===== src/rtl/sifh_pkg.sv =====
// ----------------------------------------------------------------------------
// sifh_pkg
// Shared definitions for the SiFH acquisition scheduler.
//   - NP, PIXELS    : mirror Np and PIXEL_NUM_PER_RAM from parametersSiFH.vh
//   - ACQ_CYCLES    : acquisition window length in clocks
//   - FLUSH_CYCLES  : idle beats issued after ACQ to drain the SiFH_FSM pipe
//   - sifh_sched_state_t : scheduler frame state
// ----------------------------------------------------------------------------
package sifh_pkg;

    localparam int NP           = 10;    // Np
    localparam int PIXELS       = 4;     // PIXEL_NUM_PER_RAM
    localparam int ACQ_CYCLES   = 1024;
    localparam int FLUSH_CYCLES = 4;

    typedef enum logic [1:0] {
        ST_IDLE    = 2'd0,
        ST_ACQ     = 2'd1,
        ST_FLUSH   = 2'd2,
        ST_READOUT = 2'd3
    } sifh_sched_state_t;

endpackage


===== src/rtl/sifh_acq_scheduler_if.sv =====
// ----------------------------------------------------------------------------
// sifh_acq_scheduler_if
// Bundles every non-clock signal of the acquisition scheduler.
//   control : start, abort (in)            busy, done, ev_count (out)
//   pixels  : pix_valid, pix_data (in)     pix_ready (out, one-hot grant)
//   SiFH    : fsm_ready (in)               fsm_wrEn, fsm_data, fsm_pix (out)
//   readout : rd_ready (in)                rd_valid, rd_addr (out)
// Modport 'slave' is the scheduler; 'master' is the surrounding front-end /
// SiFH_FSM / readout environment.
// ----------------------------------------------------------------------------
interface sifh_acq_scheduler_if #(
    parameter int PIXELS = sifh_pkg::PIXELS,
    parameter int NP     = sifh_pkg::NP,
    parameter int PW     = $clog2(PIXELS)
) ();

    logic                 start;
    logic                 abort;
    logic [PIXELS-1:0]    pix_valid;
    logic [PIXELS*NP-1:0] pix_data;
    logic [PIXELS-1:0]    pix_ready;
    logic                 fsm_ready;
    logic                 fsm_wrEn;
    logic [NP-1:0]        fsm_data;
    logic [PW-1:0]        fsm_pix;
    logic                 rd_valid;
    logic [PW-1:0]        rd_addr;
    logic                 rd_ready;
    logic                 busy;
    logic                 done;
    logic [15:0]          ev_count;

    modport slave (
        input  start, abort, pix_valid, pix_data, fsm_ready, rd_ready,
        output pix_ready, fsm_wrEn, fsm_data, fsm_pix, rd_valid, rd_addr,
               busy, done, ev_count
    );

    modport master (
        output start, abort, pix_valid, pix_data, fsm_ready, rd_ready,
        input  pix_ready, fsm_wrEn, fsm_data, fsm_pix, rd_valid, rd_addr,
               busy, done, ev_count
    );

endinterface


===== src/rtl/sifh_rr_arbiter.sv =====
// ----------------------------------------------------------------------------
// sifh_rr_arbiter
// Combinational round-robin arbiter: rotate the request vector so that 'ptr'
// sits at bit 0, pick the lowest set bit, rotate the pick back.
//   req [N]  : request per requester
//   ptr [PW] : highest-priority requester this cycle
//   en       : gnt is forced to zero when low
//   gnt [N]  : one-hot grant or all zero
// N must be a power of two so index arithmetic wraps in PW bits.
// ----------------------------------------------------------------------------
module sifh_rr_arbiter #(
    parameter int N  = 4,
    parameter int PW = $clog2(N)
) (
    input  logic [N-1:0]  req,
    input  logic [PW-1:0] ptr,
    input  logic          en,
    output logic [N-1:0]  gnt
);

    logic [N-1:0] w_req_rot;
    logic [N-1:0] w_pick;

    // NOTE: every always_comb output gets a default first so no path can
    // leave it unassigned and infer a latch.
    always_comb begin
        w_req_rot = '0;
        for (int i = 0; i < N; i++) begin
            w_req_rot[i] = req[PW'(i) + ptr];
        end
    end

    // Two's-complement trick isolates the lowest set bit.
    assign w_pick = w_req_rot & (~w_req_rot + N'(1));

    always_comb begin
        gnt = '0;
        for (int i = 0; i < N; i++) begin
            gnt[PW'(i) + ptr] = w_pick[i] & en;
        end
    end

endmodule


===== src/rtl/sifh_acq_scheduler.sv =====
// ----------------------------------------------------------------------------
// sifh_acq_scheduler
// Shares one SiFH_FSM between PIXELS timestamp sources. A frame runs
// ACQ (round-robin grants, one beat per cycle forwarded with 1-cycle latency),
// then FLUSH (FLUSH_CYCLES empty beats), then READOUT (addresses 0..PIXELS-1
// offered to the peakResult reader), then pulses 'done'.
//   clk : rising-edge clock
//   res : asynchronous active-high reset
//   bus : sifh_acq_scheduler_if.slave, all handshake/control signals
// ----------------------------------------------------------------------------
module sifh_acq_scheduler #(
    parameter int PIXELS       = sifh_pkg::PIXELS,
    parameter int NP           = sifh_pkg::NP,
    parameter int ACQ_CYCLES   = sifh_pkg::ACQ_CYCLES,
    parameter int FLUSH_CYCLES = sifh_pkg::FLUSH_CYCLES
) (
    input logic                 clk,
    input logic                 res,
    sifh_acq_scheduler_if.slave bus
);

    import sifh_pkg::*;

    localparam int PW = $clog2(PIXELS);
    localparam int AW = $clog2(ACQ_CYCLES);
    localparam int FW = $clog2(FLUSH_CYCLES + 1);

    localparam logic [AW-1:0] ACQ_LAST   = AW'(ACQ_CYCLES - 1);
    localparam logic [FW-1:0] FLUSH_LAST = FW'(FLUSH_CYCLES - 1);
    localparam logic [PW-1:0] ADDR_LAST  = PW'(PIXELS - 1);

    sifh_sched_state_t r_state;
    sifh_sched_state_t w_state_nxt;

    logic [AW-1:0]     r_acq_cnt;
    logic [FW-1:0]     r_flush_cnt;
    logic [PW-1:0]     r_rr_ptr;
    logic [PW-1:0]     r_rd_addr;
    logic [15:0]       r_ev_count;
    logic              r_fsm_wren;
    logic [NP-1:0]     r_fsm_data;
    logic [PW-1:0]     r_fsm_pix;
    logic              r_rd_valid;
    logic              r_busy;
    logic              r_done;

    logic [PIXELS-1:0] w_gnt;
    logic [PW-1:0]     w_gnt_idx;
    logic [NP-1:0]     w_gnt_data;
    logic              w_grant_en;
    logic              w_xfer;
    logic              w_start_ok;
    logic              w_rd_hs;
    logic              w_rd_last;

    // Abort suppresses the grant so a beat is never forwarded in that cycle.
    assign w_grant_en = (r_state == ST_ACQ) && bus.fsm_ready && !bus.abort;

    sifh_rr_arbiter #(
        .N  (PIXELS),
        .PW (PW)
    ) u_arb (
        .req (bus.pix_valid),
        .ptr (r_rr_ptr),
        .en  (w_grant_en),
        .gnt (w_gnt)
    );

    // The arbiter only grants asserted requests, so any grant is a transfer.
    assign w_xfer = |w_gnt;

    always_comb begin
        w_gnt_idx  = '0;
        w_gnt_data = '0;
        for (int i = 0; i < PIXELS; i++) begin
            if (w_gnt[i]) begin
                w_gnt_idx  = PW'(i);
                w_gnt_data = bus.pix_data[i*NP +: NP];
            end
        end
    end

    assign w_start_ok = (r_state == ST_IDLE) && bus.start && !bus.abort;
    assign w_rd_hs    = r_rd_valid && bus.rd_ready;
    assign w_rd_last  = w_rd_hs && (r_rd_addr == ADDR_LAST);

    // ---------------- FSM: state register ----------------
    // NOTE: sequential state uses non-blocking assignments so every register
    // samples the pre-edge values and processes cannot race each other.
    always_ff @(posedge clk or posedge res) begin
        if (res) r_state <= ST_IDLE;
        else     r_state <= w_state_nxt;
    end

    // ---------------- FSM: next state ----------------
    always_comb begin
        w_state_nxt = r_state;
        unique case (r_state)
            ST_IDLE:    if (bus.start)                 w_state_nxt = ST_ACQ;
            ST_ACQ:     if (r_acq_cnt == ACQ_LAST)     w_state_nxt = ST_FLUSH;
            ST_FLUSH:   if (r_flush_cnt == FLUSH_LAST) w_state_nxt = ST_READOUT;
            ST_READOUT: if (w_rd_last)                 w_state_nxt = ST_IDLE;
            default:                                   w_state_nxt = ST_IDLE;
        endcase
        if (bus.abort) w_state_nxt = ST_IDLE;
    end

    // ---------------- counters and registered outputs ----------------
    always_ff @(posedge clk or posedge res) begin
        if (res) begin
            r_acq_cnt   <= '0;
            r_flush_cnt <= '0;
            r_rr_ptr    <= '0;
            r_rd_addr   <= '0;
            r_ev_count  <= '0;
            r_fsm_wren  <= 1'b0;
            r_fsm_data  <= '0;
            r_fsm_pix   <= '0;
            r_rd_valid  <= 1'b0;
            r_busy      <= 1'b0;
            r_done      <= 1'b0;
        end else begin
            if (w_start_ok)              r_acq_cnt <= '0;
            else if (r_state == ST_ACQ)  r_acq_cnt <= r_acq_cnt + AW'(1);

            r_flush_cnt <= (r_state == ST_FLUSH) ? r_flush_cnt + FW'(1) : '0;

            // Pointer moves just past the winner; PIXELS is a power of two so
            // the increment wraps by itself.
            if (w_start_ok)   r_rr_ptr <= '0;
            else if (w_xfer)  r_rr_ptr <= w_gnt_idx + PW'(1);

            if (w_start_ok)
                r_ev_count <= '0;
            else if (w_xfer && (r_ev_count != 16'hFFFF))
                r_ev_count <= r_ev_count + 16'd1;

            // Idle beats (including the whole FLUSH period) carry zero data.
            r_fsm_wren <= w_xfer;
            r_fsm_data <= w_xfer ? w_gnt_data : '0;
            r_fsm_pix  <= w_xfer ? w_gnt_idx  : '0;

            // Address restarts at 0 on every entry into READOUT.
            if (w_state_nxt != ST_READOUT) r_rd_addr <= '0;
            else if (w_rd_hs)              r_rd_addr <= r_rd_addr + PW'(1);

            r_rd_valid <= (w_state_nxt == ST_READOUT);
            r_busy     <= (w_state_nxt != ST_IDLE);
            r_done     <= w_rd_last && !bus.abort;
        end
    end

    assign bus.pix_ready = w_gnt;
    assign bus.fsm_wrEn  = r_fsm_wren;
    assign bus.fsm_data  = r_fsm_data;
    assign bus.fsm_pix   = r_fsm_pix;
    assign bus.rd_valid  = r_rd_valid;
    assign bus.rd_addr   = r_rd_addr;
    assign bus.busy      = r_busy;
    assign bus.done      = r_done;
    assign bus.ev_count  = r_ev_count;

endmodule


===== src/flat_wrapper.sv =====
// flat-port wrapper written by rule: the top's interface ports become plain ports
module sifh_acq_scheduler_flat import sifh_pkg::*;
#(
    parameter int PIXELS       = sifh_pkg::PIXELS,
    parameter int NP           = sifh_pkg::NP,
    parameter int ACQ_CYCLES   = sifh_pkg::ACQ_CYCLES,
    parameter int FLUSH_CYCLES = sifh_pkg::FLUSH_CYCLES
)
  (clk, res, bus_start, bus_abort, bus_pix_valid, bus_pix_data, bus_fsm_ready, bus_rd_ready, bus_pix_ready, bus_fsm_wrEn, bus_fsm_data, bus_fsm_pix, bus_rd_valid, bus_rd_addr, bus_busy, bus_done, bus_ev_count);
  sifh_acq_scheduler_if #(.PIXELS(PIXELS), .NP(NP)) bus_i ();
  input logic clk;
  input logic res;
  input wire logic [$bits(bus_i.start)-1:0] bus_start;
  input wire logic [$bits(bus_i.abort)-1:0] bus_abort;
  input wire logic [$bits(bus_i.pix_valid)-1:0] bus_pix_valid;
  input wire logic [$bits(bus_i.pix_data)-1:0] bus_pix_data;
  input wire logic [$bits(bus_i.fsm_ready)-1:0] bus_fsm_ready;
  input wire logic [$bits(bus_i.rd_ready)-1:0] bus_rd_ready;
  output wire logic [$bits(bus_i.pix_ready)-1:0] bus_pix_ready;
  output wire logic [$bits(bus_i.fsm_wrEn)-1:0] bus_fsm_wrEn;
  output wire logic [$bits(bus_i.fsm_data)-1:0] bus_fsm_data;
  output wire logic [$bits(bus_i.fsm_pix)-1:0] bus_fsm_pix;
  output wire logic [$bits(bus_i.rd_valid)-1:0] bus_rd_valid;
  output wire logic [$bits(bus_i.rd_addr)-1:0] bus_rd_addr;
  output wire logic [$bits(bus_i.busy)-1:0] bus_busy;
  output wire logic [$bits(bus_i.done)-1:0] bus_done;
  output wire logic [$bits(bus_i.ev_count)-1:0] bus_ev_count;
  assign bus_i.start = bus_start;
  assign bus_i.abort = bus_abort;
  assign bus_i.pix_valid = bus_pix_valid;
  assign bus_i.pix_data = bus_pix_data;
  assign bus_i.fsm_ready = bus_fsm_ready;
  assign bus_i.rd_ready = bus_rd_ready;
  assign bus_pix_ready = bus_i.pix_ready;
  assign bus_fsm_wrEn = bus_i.fsm_wrEn;
  assign bus_fsm_data = bus_i.fsm_data;
  assign bus_fsm_pix = bus_i.fsm_pix;
  assign bus_rd_valid = bus_i.rd_valid;
  assign bus_rd_addr = bus_i.rd_addr;
  assign bus_busy = bus_i.busy;
  assign bus_done = bus_i.done;
  assign bus_ev_count = bus_i.ev_count;
  sifh_acq_scheduler #(.PIXELS(PIXELS), .NP(NP), .ACQ_CYCLES(ACQ_CYCLES), .FLUSH_CYCLES(FLUSH_CYCLES)) u_core (.clk(clk), .res(res), .bus(bus_i));
endmodule

===== config.mk =====
export PLATFORM = sky130hd
export DESIGN_NAME = sifh_acq_scheduler_flat
export DESIGN_NICKNAME = d
export VERILOG_FILES = /design/src/rtl/sifh_pkg.sv /design/src/rtl/sifh_acq_scheduler_if.sv /design/src/rtl/sifh_rr_arbiter.sv /design/src/rtl/sifh_acq_scheduler.sv /design/src/flat_wrapper.sv
export SDC_FILE = /design/constraint.sdc
export NUM_CORES = 1
export LEC_CHECK = 0
export CAP_MARGIN = 15
export CORE_ASPECT_RATIO = 0.75
export CORE_MARGIN = 4
export CORE_UTILIZATION = 53
export CTS_BUF_LIST = sky130_fd_sc_hd__clkbuf_8
export DETAILED_ROUTE_END_ITERATION = 8
export GPL_TIMING_DRIVEN = 0
export PLACE_DENSITY = 0.91
export SYNTH_ARGS = -nofsm -noshare
export SYNTH_HDL_FRONTEND = slang
export SYNTH_SLANG_ARGS = --single-unit
export TNS_END_PERCENT = 30

===== constraint.sdc =====
create_clock -name clk -period 11.4 [get_ports clk]
set_input_delay 3.42 -clock clk [delete_from_list [all_inputs] [get_ports clk]]
set_output_delay 3.42 -clock clk [all_outputs]
set_load 0.01 [all_outputs]

# == Word-level counts from Yosys, hierarchy flattened ==
# Index checks and enable logic that the tools add are counted.
# Widths: inputs -> output; s select.
# classes
addsub,9
eq_ne,9
n_bitwise,7
reduce_logical,20
magnitude_cmp,8
n_mux,43
# ops
operator,count
$mux 10,7
$mux 16,2
$mux 2,12
$add 16x1->16 const B,1
$ne 16x16->1 const B,1
$bwmux 4,3
$logic_and 1x1->1,12
$lt 2x3->1 const B,4
$add 10x1->10 const B,1
$eq 10x10->1 const B,1
$reduce_bool 2->1,5
$mux 1,9
$and 4x4->4,2
$bmux 1 s2,4
$demux 1 s2,4
$eq 2x2->1 const B,4
$ge 2x1->1 const B,4
$pmux 2 s4,1
$add 2x1->2 const B,2
$add 2x2->2 const A,2
$add 4x1->4 const B,1
$and 1x1->1,4
$not 4->4,1
$reduce_or 4->1,1
8 further kinds,8
# word_totals
in_bits,50
output_inout_bits,38
register_bits,51
wordCells,108

# == Logic depth before layout (Yosys ltp) ==
# Gate-level depths: netlist (run 1).
# depth
ltp_word,17
ltp_mapped,13

# == Cells and area by module ==
# From an unflattened synthesis (run 1), not the netlist that was laid out.
# unflattened
cells_unflattened,304
area_unflattened_um2,2971.6
# by_module_without_submodules
module,area_each_um2,seq_area_each_um2,n_inst,cells_per_inst
sifh_acq_scheduler,2565.0,1276.2,1,262
sifh_rr_arbiter,406.6,0.0,1,42

# == Worst setup path after synthesis (run 1) ==
# No wires, ideal clock.
# synth_path
kind,input-to-output
startpoint,input port bus_pix_valid[3]
endpoint,output port bus_pix_ready[1]
slack_ps,2939
cell_stages,6
arrival_ps,5041
required_ps,7980
path_cell_list,mux4_2 > nand3b_1 > a2111oi_0 > a221oi_1 > inv_1 > clkbuf_1
# synth_between
elab_chain_len,10
word_cells_on_any_way,19
classes_between,1 x add/sub; 11 x mux; 7 x bitwise
# synth_rtl
item,line_no,text
"start, declared",flat_wrapper.sv:15,input wire logic [$bits(bus_i.pix_valid)-1:0] bus_pix_valid;
$bmux 1 s2,sifh_rr_arbiter.sv:29,w_req_rot[i] = req[PW'(i) + ptr];
$mux 1 (not written as such),sifh_rr_arbiter.sv:29,
$not 4->4,sifh_rr_arbiter.sv:34,assign w_pick = w_req_rot & (~w_req_rot + N'(1));
$add 4x1->4,sifh_rr_arbiter.sv:34,
$and 4x4->4 (*),sifh_rr_arbiter.sv:34,
$and 1x1->1,sifh_rr_arbiter.sv:39,gnt[PW'(i) + ptr] = w_pick[i] & en;
$and 4x4->4 (no source line),--,
$bwmux 4 (2 in series),sifh_rr_arbiter.sv:39,
$bwmux 4 (*),sifh_rr_arbiter.sv:39,
"end, declared",flat_wrapper.sv:19,output wire logic [$bits(bus_i.pix_ready)-1:0] bus_pix_ready;
# Mark *: on every way between the ends. The rest lies on a longest branch, timed or not. The select of a mux whose other input is x is not followed.

# == Worst setup path in the final report (run 1) ==
# layout_path
startpoint,input port bus_abort
endpoint,output port bus_pix_ready[1]
# layout_between
elab_chain_len,7
word_cells_on_any_way,10
classes_between,3 x mux; 5 x bitwise; 2 x reduce/logical
# layout_rtl
item,line_no,text
"start, declared",flat_wrapper.sv:14,input wire logic [$bits(bus_i.abort)-1:0] bus_abort;
$logic_not 1->1 (*),sifh_acq_scheduler.sv:57,assign w_grant_en = (r_state == ST_ACQ) && bus.fsm_ready && !bus.abort;
$logic_and 1x1->1 (*),sifh_acq_scheduler.sv:57,
$and 1x1->1,sifh_rr_arbiter.sv:39,
$and 4x4->4 (no source line),--,
$bwmux 4 (2 in series),sifh_rr_arbiter.sv:39,
$bwmux 4 (*),sifh_rr_arbiter.sv:39,
# Mark *: on every way between the ends. The rest lies on a longest branch, timed or not.

==> results of run 1 <==
-- layer usage --
| layer | GRT usage (%) | vias to the layer above |
|---|---|---|
| met4 | 8.00 | 0 |
| met1 | 31.5 | 1351 |
| met2 | 41.1 | 125 |
| li1 | - | 1349 |
| met3 | 6.70 | 12 |
| met5 | 0 | - |
-- flip-flops by register name (all words and copies together), names as in the netlist --
name                 count
u_core.bus.busy          1
u_core.bus.done          1
u_core.bus.ev_count     16
u_core.bus.fsm_data     10
u_core.bus.fsm_pix       2
u_core.bus.fsm_wrEn      1
u_core.bus.rd_addr       2
u_core.bus.rd_valid      1
u_core.r_acq_cnt        10
u_core.r_flush_cnt       3
u_core.r_rr_ptr          2
u_core.r_state           2
-- layout make-up --
type,count,area share (%)
Buffer,14,1.72
Sequential cell,51,31.3
Multi-Input combinational cell,232,38.9
Clock inverter,1,0.184
Timing Repair Buffer,88,21.9
Clock buffer,7,2.36
Inverter,14,1.29
Tap cell,75,2.30
-- layout by cell type (no fill, tap or decap), drive strengths merged, types with 9 or more instances in the layout --
cell / instances
nor2: 29
ha: 13
o21ai: 15
and3: 12
nand4: 9
dfrtp: 51
o22ai: 10
nand2: 28
nand3: 9
or3: 11
a221oi: 12
clkbuf: 17
a21oi: 12
inv: 14
clkdlybuf4s50: 87
-- worst paths after layout --
| kind | start | end | slack (ns) |
|---|---|---|---|
| max in group asynchronous | res | u_core.bus.ev_count[1] | 7.61 |
| min in group asynchronous | res | u_core.bus.fsm_data[5] | 3.32 |
| max reg2reg | u_core.r_rr_ptr[1] | u_core.bus.ev_count[4] | 7.71 |
| min reg2reg | u_core.r_flush_cnt[0] | u_core.r_flush_cnt[0] | 0.44 |
| max | bus_abort | bus_pix_ready[1] | 1.32 |
| min | u_core.r_flush_cnt[0] | u_core.r_flush_cnt[0] | 0.44 |
-- per-stage QoR --
stage / utilization, % / setup slack [ns]
4_1_cts: 75.3 / 1.35
5_1_grt: 75.3 / 1.07
6_report: 75.3 / 1.32
3_5_place_dp: 73.4 / 1.36
2_1_floorplan: - / 2.94
3_3_place_gp: 73.0 / 1.46
-- cells by family after synthesis --
group / count (synthesis) / synth area share [%]
mux: 9 / 4.36
buf+inv: 28 / 4.11
compound gates: 72 / 17.6
xor+xnor: 8 / 2.35
fa+ha+maj: 13 / 5.45
simple gates: 130 / 23.4
flops: 51 / 42.7
-- critical path: stages --
cell,delay [ns]
clkdlybuf4s50_1,0.49
nand4bb_1,0.48
or3_1,0.49
nor3_2,0.35
a221oi_1,0.25
inv_1,0.17
clkbuf_1,0.37
clkdlybuf4s50_1,0.63
-- report_power, final --
group,switching (W),internal (W),total [W]
registers,0.0000265,0.000210,0.000237
clock network,0.0000594,0.0000553,0.000115
logic,0.000154,0.000140,0.000295
total,0.000240,0.000406,0.000646
==> results.py, run 1 <==
metrics = {
    "grt": {
        "grt_pass1_wl_um": 13300,
        "antenna_found_initial": 0,
        "grt_usage_pct": 24.7,
        "first_global_vias": 2774,
        "grt_max_degree": 45,
        "grt_overflow": 0,
    },
    "sta": {
        "setup_viol": 0,
        "relSlewSlack_pct": 38.0,
        "setup_tns_ns": 0,
        "rsz0062_at_grt": "false",
        "skew_ns": 0.00966,
        "finalCritPeriodShare_pct": 88.4,
        "timing_hold_violations_final": 0,
        "finalMaxSlewViolations": 0,
        "hold_ws_ns": 0.445,
        "fmax_mhz": 99.2,
        "tightest_slew_ns": 0.917,
        "period_minus_slack_ns": 10.08,
    },
    "drt": {
        "top_layer": "met4",
        "drt_wl_total_um": 8070,
        "drt_pass1_iterations": 4,
        "wl_met2_um": 3770,
        "wl_met3_um": 763,
        "m1WireLength_um": 3380,
        "routed_via_density": 5.89,
        "wl_per_cell_um": 16.7,
        "drc": 0,
        "vias": 2837,
        "drt_iter0_drc": 158,
        "drtAntennaViolNets": 0,
    },
    "worst_setup_path": {
        "crit_type": "primary input to output pin",
        "r2r_cells": 12,
        "critPathMaxFanout": 10,
        "worstPathRequired_ns": 7.98,
        "arrival_ns": 6.66,
        "critPathCaptureType": "output pin",
        "critPathLaunchType": "primary input",
    },
    "clock_tree": {
        "htreeDepth": 2,
        "clockBufferDepth": 2,
        "cts.sinks": 51,
        "clk_latency_ns": 0.31,
        "clk_pin_slew_ns": 0.09,
        "clock-root-buffer": "clkbuf_8",
        "cts_made_buffers": 5,
        "cts_tree": "done",
        "hold_buffers": 0,
        "ctsResizeCount": 0,
        "postCtsSetupBuffers": 0,
    },
    "flow_run": {
        "cap_violations": 0,
    },
    "cells_and_area": {
        "diodes": 0,
        "num-nets-final": 469,
        "multi_input_comb_area_sq_um": 1590,
        "drive_gt1_share_pct": 7.37,
        "nFillCells": 389,
        "syn2layout_area_growth_pct": 36.5,
        "seq_area_sq_um": 1280,
        "instances_no_fill": 482,
        "final_area_sq_um": 4070,
    },
    "power_and_ir_drop": {
        "totalPowerFinal_w": 0.000646,
        "leakage_nw": 1.71,
        "powerDensity_nw_per_um2": 159,
        "vdd.ir_drop.worst_mv": 0.0831,
    },
    "yosys": {
        "synth.top_cell.area_share_pct": 42.7,
        "synth_seq_cells": 51,
        "yosysWarnings": 0,
        "synth_nets": 374,
        "synth_edf_count": 0,
        "synth_area_sq_um": 2990,
        "synth-async-reset-ratio_pct": 100,
        "synth_most_common_cell": "dfrtp_1",
        "synth_area_per_cell_sq_um": 9.60,
        "yosysTopAreaCell": "dfrtp_1",
        "ys_seq_area_share_pct": 42.7,
        "ys_top_cells_by_area": "dfrtp_1, ha_1, nor2_1",
        "synthCells": 311,
        "synthTopCellsByCount": "dfrtp_1, nor2_1, nand2_1",
        "synth_cell_type_count": 53,
        "synthFlopType": "dfrtp_1",
    },
    "floorplanning": {
        "die_w_um": 94.7,
        "die-area_sq_um": 6910,
        "core_sq_um": 5410,
        "row_count": 23,
        "io_pins": 88,
        "start_util_pct": 55.2,
        "die_y_um": 73.0,
    },
    "placed_design": {
        "io_buffer_count": 87,
        "gp_congestion": 0.889,
        "place_inst": 474,
        "dp_hpwl_um": 6200,
        "place_area_sq_um": 3970,
    },
    "hold_path": {
        "min_path_type": "flip-flop to flip-flop",
        "holdPathStages": 1,
    },
    "run_status": {
        "status": "completed",
    },
}
Note: power is estimated with default switching activity, not from simulation.
==> run 2, diff against run 1 <==
REMOVE_ABC_BUFFERS = 1   (was unset)
==> results.py, run 2 (synthesis gave the netlist of run 1 again) <==
metrics = {
    "run_status": {
        "status": "completed",
    },
    "grt": {
        "grt_usage_pct": 24.0,
        "grt_overflow": 0,
        "first_global_vias": 2743,
        "grt_max_degree": 32,
        "grt_pass1_wl_um": 12900,
        "antenna_found_initial": 0,
    },
    "clock_tree": {
        "hold_buffers": 0,
        "clk_latency_ns": 0.32,
        "clockBufferDepth": 2,
        "postCtsSetupBuffers": 0,
        "htreeDepth": 2,
        "cts_tree": "done",
        "clock-root-buffer": "clkbuf_8",
        "cts_made_buffers": 5,
        "cts.sinks": 51,
        "clk_pin_slew_ns": 0.09,
        "ctsResizeCount": 0,
    },
    "floorplanning": {
        "start_util_pct": 55.2,
        "io_pins": 88,
        "core_sq_um": 5410,
        "die-area_sq_um": 6910,
        "die_w_um": 94.7,
        "row_count": 23,
        "die_y_um": 73.0,
    },
    "hold_path": {
        "min_path_type": "flip-flop to flip-flop",
    },
    "cells_and_area": {
        "diodes": 0,
        "syn2layout_area_growth_pct": 34.7,
        "final_area_sq_um": 4020,
        "final_cell_mix": "clkdlybuf4s50_1, dfrtp_1, nor2_1",
        "drive_gt1_share_pct": 7.07,
        "num-nets-final": 458,
        "layout_commonest_cell": "clkdlybuf4s50_1",
        "largest_reg_flops": 16,
        "instances_no_fill": 471,
    },
    "worst_setup_path": {
        "cpMostUsedCell": "clkdlybuf4s50_1",
        "crit_family": "buffers and inverters",
        "crit_type": "primary input to output pin",
        "critPathMaxFanout": 12,
        "arrival_ns": 6.42,
        "critPathCaptureType": "output pin",
        "critPathSlowestCell": "clkdlybuf4s50_1",
        "worstPathRequired_ns": 7.98,
        "path_buf_inv": 3,
        "cp_slowest_stage_delay_ns": 0.62,
        "critPathLaunchType": "primary input",
        "critical_path.cell_chain": "clkdlybuf4s50_1 -> nand4bb_1 -> or3_1 -> nor3_2 -> a221oi_1 -> inv_1 -> clkdlybuf4s50_1",
    },
    "sta": {
        "rsz0062_at_grt": "false",
        "period_minus_slack_ns": 9.84,
        "finalMaxSlewViolations": 0,
        "fmax_mhz": 102,
        "setup_viol": 0,
        "timing.final.ws_setup_ns": 1.56,
        "hold_ws_ns": 0.455,
        "finalCritPeriodShare_pct": 86.3,
        "relSlewSlack_pct": 33.4,
        "timing_hold_violations_final": 0,
        "tightest_slew_ns": 0.998,
        "skew_ns": 0.00581,
        "setup_tns_ns": 0,
    },
    "drt": {
        "routed_via_density": 5.99,
        "vias": 2822,
        "drt_wl_total_um": 8020,
        "drt_pass1_iterations": 6,
        "drt_iter0_drc": 209,
        "drtAntennaViolNets": 0,
        "wl_per_cell_um": 17.0,
        "drc": 0,
    },
    "power_and_ir_drop": {
        "power_frac_seq_pct": 38.6,
        "switching_share_pct": 38.5,
        "leakage_nw": 1.71,
        "switchingPower_w": 0.000241,
        "vdd.ir_drop.worst_mv": 0.118,
        "powerDensity_nw_per_um2": 156,
        "power_frac_comb_pct": 45.1,
        "p_clk_share_pct": 16.3,
        "power.internal_w": 0.000386,
    },
    "placed_design": {
        "pre_cts_ws_ns": 1.65,
        "place_area_sq_um": 3940,
        "gp_congestion": 0.870,
        "dp_hpwl_um": 6120,
        "io_buffer_count": 87,
        "place_inst": 463,
    },
    "flow_run": {
        "cap_violations": 0,
    },
}
==> run 2: per-stage QoR <==
step	utilization, %	power (W)
floorplan	-	0.000408
finish	74.4	0.000628
global placement	71.7	0.000504
CTS	74.4	0.000628
detailed placement	72.8	0.000526
global route	74.4	0.000667
==> run 2: final cells by class <==
cell class	instances	area [sq um]
tap	75	93.8
multi-input combinational	232	1600
sequential	51	1280
clock buffer	5	68.8
inverter	14	52.6
clock inverter	3	12.5
fill	406	1390
timing repair buffer	91	917
==> run 2: path summary, 6_finish.rpt <==
path | from | to | slack, ns | cells after the start
max | bus_abort | bus_pix_ready[1] | 1.56 | 7
min | u_core.r_flush_cnt[0] | u_core.r_flush_cnt[0] | 0.45 | 1
max reg2reg | u_core.r_rr_ptr[0] | u_core.bus.ev_count[0] | 7.15 | 11
min reg2reg | u_core.r_flush_cnt[0] | u_core.r_flush_cnt[0] | 0.45 | 1
max in group asynchronous | res | u_core.bus.ev_count[3] | 7.47 | 3
min in group asynchronous | res | u_core.bus.rd_addr[1] | 3.42 | 2
==> run 2: power groups by stage <==
stage / sequential, W / combinational [W] / clock, W
4_1_cts: 0.000242 / 0.000282 / 0.000104
5_1_grt: 0.000247 / 0.000308 / 0.000112
3_3_place_gp: 0.000243 / 0.000261 / 0
3_5_place_dp: 0.000246 / 0.000280 / 0
6_report: 0.000243 / 0.000283 / 0.000102
2_1_floorplan: 0.000247 / 0.000161 / 0
==> run 2: metal layers <==
metal | wire length [um] | part of all wire [%] | track usage, %
met5 | 0 | 0 | 0
met4 | 122 | 1.5 | 5.76
met3 | 775 | 9.7 | 9.28
met2 | 3900 | 49 | 41.1
met1 | 3220 | 40 | 28.8
==> RTL edit, RTL diff (settings of run 2) <==
Change the package constant `NP` from 10 to 11.
--- a/src/rtl/sifh_pkg.sv
+++ b/src/rtl/sifh_pkg.sv
@@ -8,7 +8,7 @@
 // ----------------------------------------------------------------------------
 package sifh_pkg;
 
-    localparam int NP           = 10;    // Np
+    localparam int NP           = 11;    // Np
     localparam int PIXELS       = 4;     // PIXEL_NUM_PER_RAM
     localparam int ACQ_CYCLES   = 1024;
     localparam int FLUSH_CYCLES = 4;
Interface: changed (resized bus_fsm_data and bus_pix_data); port bits go from 88 to 93. The function was not compared with the original's and may differ.
==> RTL edit against run 2 <==
- maximum frequency rose by 2.9%
- clock power rose by 5%
- hold slack got worse by 0.015 ns
- worst setup slack improved by 0.28 ns
- critical path depth did not move
- die area rose by 4.0%
- final area rose by 4.3%
- total power fell by 17%
- sequential power fell by 8.6%
- sequential cell count rose by 1
- clock skew rose by 0.0043 ns
- critical endpoint unchanged
- area after synthesis rose by 4.4%
- largest power group is now registers
- routed wire length fell by 4.8%
==> RTL edit: results (changes against run 2) <==
#MultiIn Comb=230 (-0.86%); invs w/o clock=15 (+1); 1st-iter DRT viols=155 (-26%); worst vdd ir=0.0628 mV (-47%); final period utilization=83.9% (-2.4 points); Internal=0.343 mW (-11%); drt first pass iters=4 (-2); CP Launch Point=bus_pix_valid[3]; number of global-route vias before repair=2628 (-4.2%); status=complete, no violations; multi-input combinational area share=40.4% (+0.54 points); ClkCell Share=2.21% (+0.19 points); Layout fillers=397 (-2.2%); Seq area share=31.0% (-0.71 points); Final nets=466 (+1.7%); Crit path arrival time=6.14 ns (-0.28 ns); Signal buffers=95 (+4.4%); clk sink count=52 (+2.0%); Synth Area in Compound Gates=18.2% (+0.66 points); pin count of the biggest net entering global routing=43 (+34%); Area contributors post-synth=dfrtp_1 (42%), ha_1 (5.2%), mux2i_1 (5.1%); R2R Setup Slk=7.86 ns (+0.71 ns); worst r2r dst=u_core.bus.ev_count[9]; XOR/XNOR Fraction of Synth Area=2.25% (-0.099 points); HPWL Detailed=5.84 mm (-4.6%); first-pass GRT wire length=12.3 mm (-5.1%); R2R cell count=10 (-1); Min Hold Slack=0.440 ns (-0.0149 ns); multiplexer area fraction after synthesis=7.31% (+2.9 points); GPL Wtd Cong=0.880 (+1.2%); sequential area share after synthesis=41.8% (-1.0 points); DP Worst Slack=1.58 ns (-0.0761 ns); top post-synthesis cells by count=dfrtp_1 (52), nand2_1 (33), nor2_1 (18); clock skew=0.0101 ns (+0.00434 ns); average via count per standard cell=5.81 (-3.0%); critical path fanouts, max=16 (+4)
## RTL edit: through the flow
stage / cells / area (um2)
after floorplan: 297 / 3050
after global placement: 464 / 4060
after detailed placement: 466 / 4100
after CTS: 474 / 4190
after global routing: 475 / 4200
final: 475 / 4200
## RTL edit: power by group through the flow
stage,Clock [mW],Sequential (mW),Combinational [mW]
after floorplan,0,0.225,0.118
after global placement,0,0.224,0.183
after detailed placement,0,0.225,0.190
after CTS,0.111,0.222,0.191
after global routing,0.119,0.225,0.207
final,0.107,0.222,0.190
## RTL edit: metal layers
| metal | track usage, % | part of all wire, % |
|---|---|---|
| met1 | 28.1 | 41 |
| met2 | 36.5 | 48 |
| met3 | 7.28 | 9.7 |
| met4 | 5.13 | 0.75 |
| met5 | 0 | 0 |
## RTL edit: worst max-delay path, cell delays in order
cell	delay (ns)
clkdlybuf4s50_1	0.49
mux4_2	0.61
nand3b_1	0.20
a211o_1	0.26
o221a_2	0.28
inv_2	0.25
clkdlybuf4s50_1	0.61
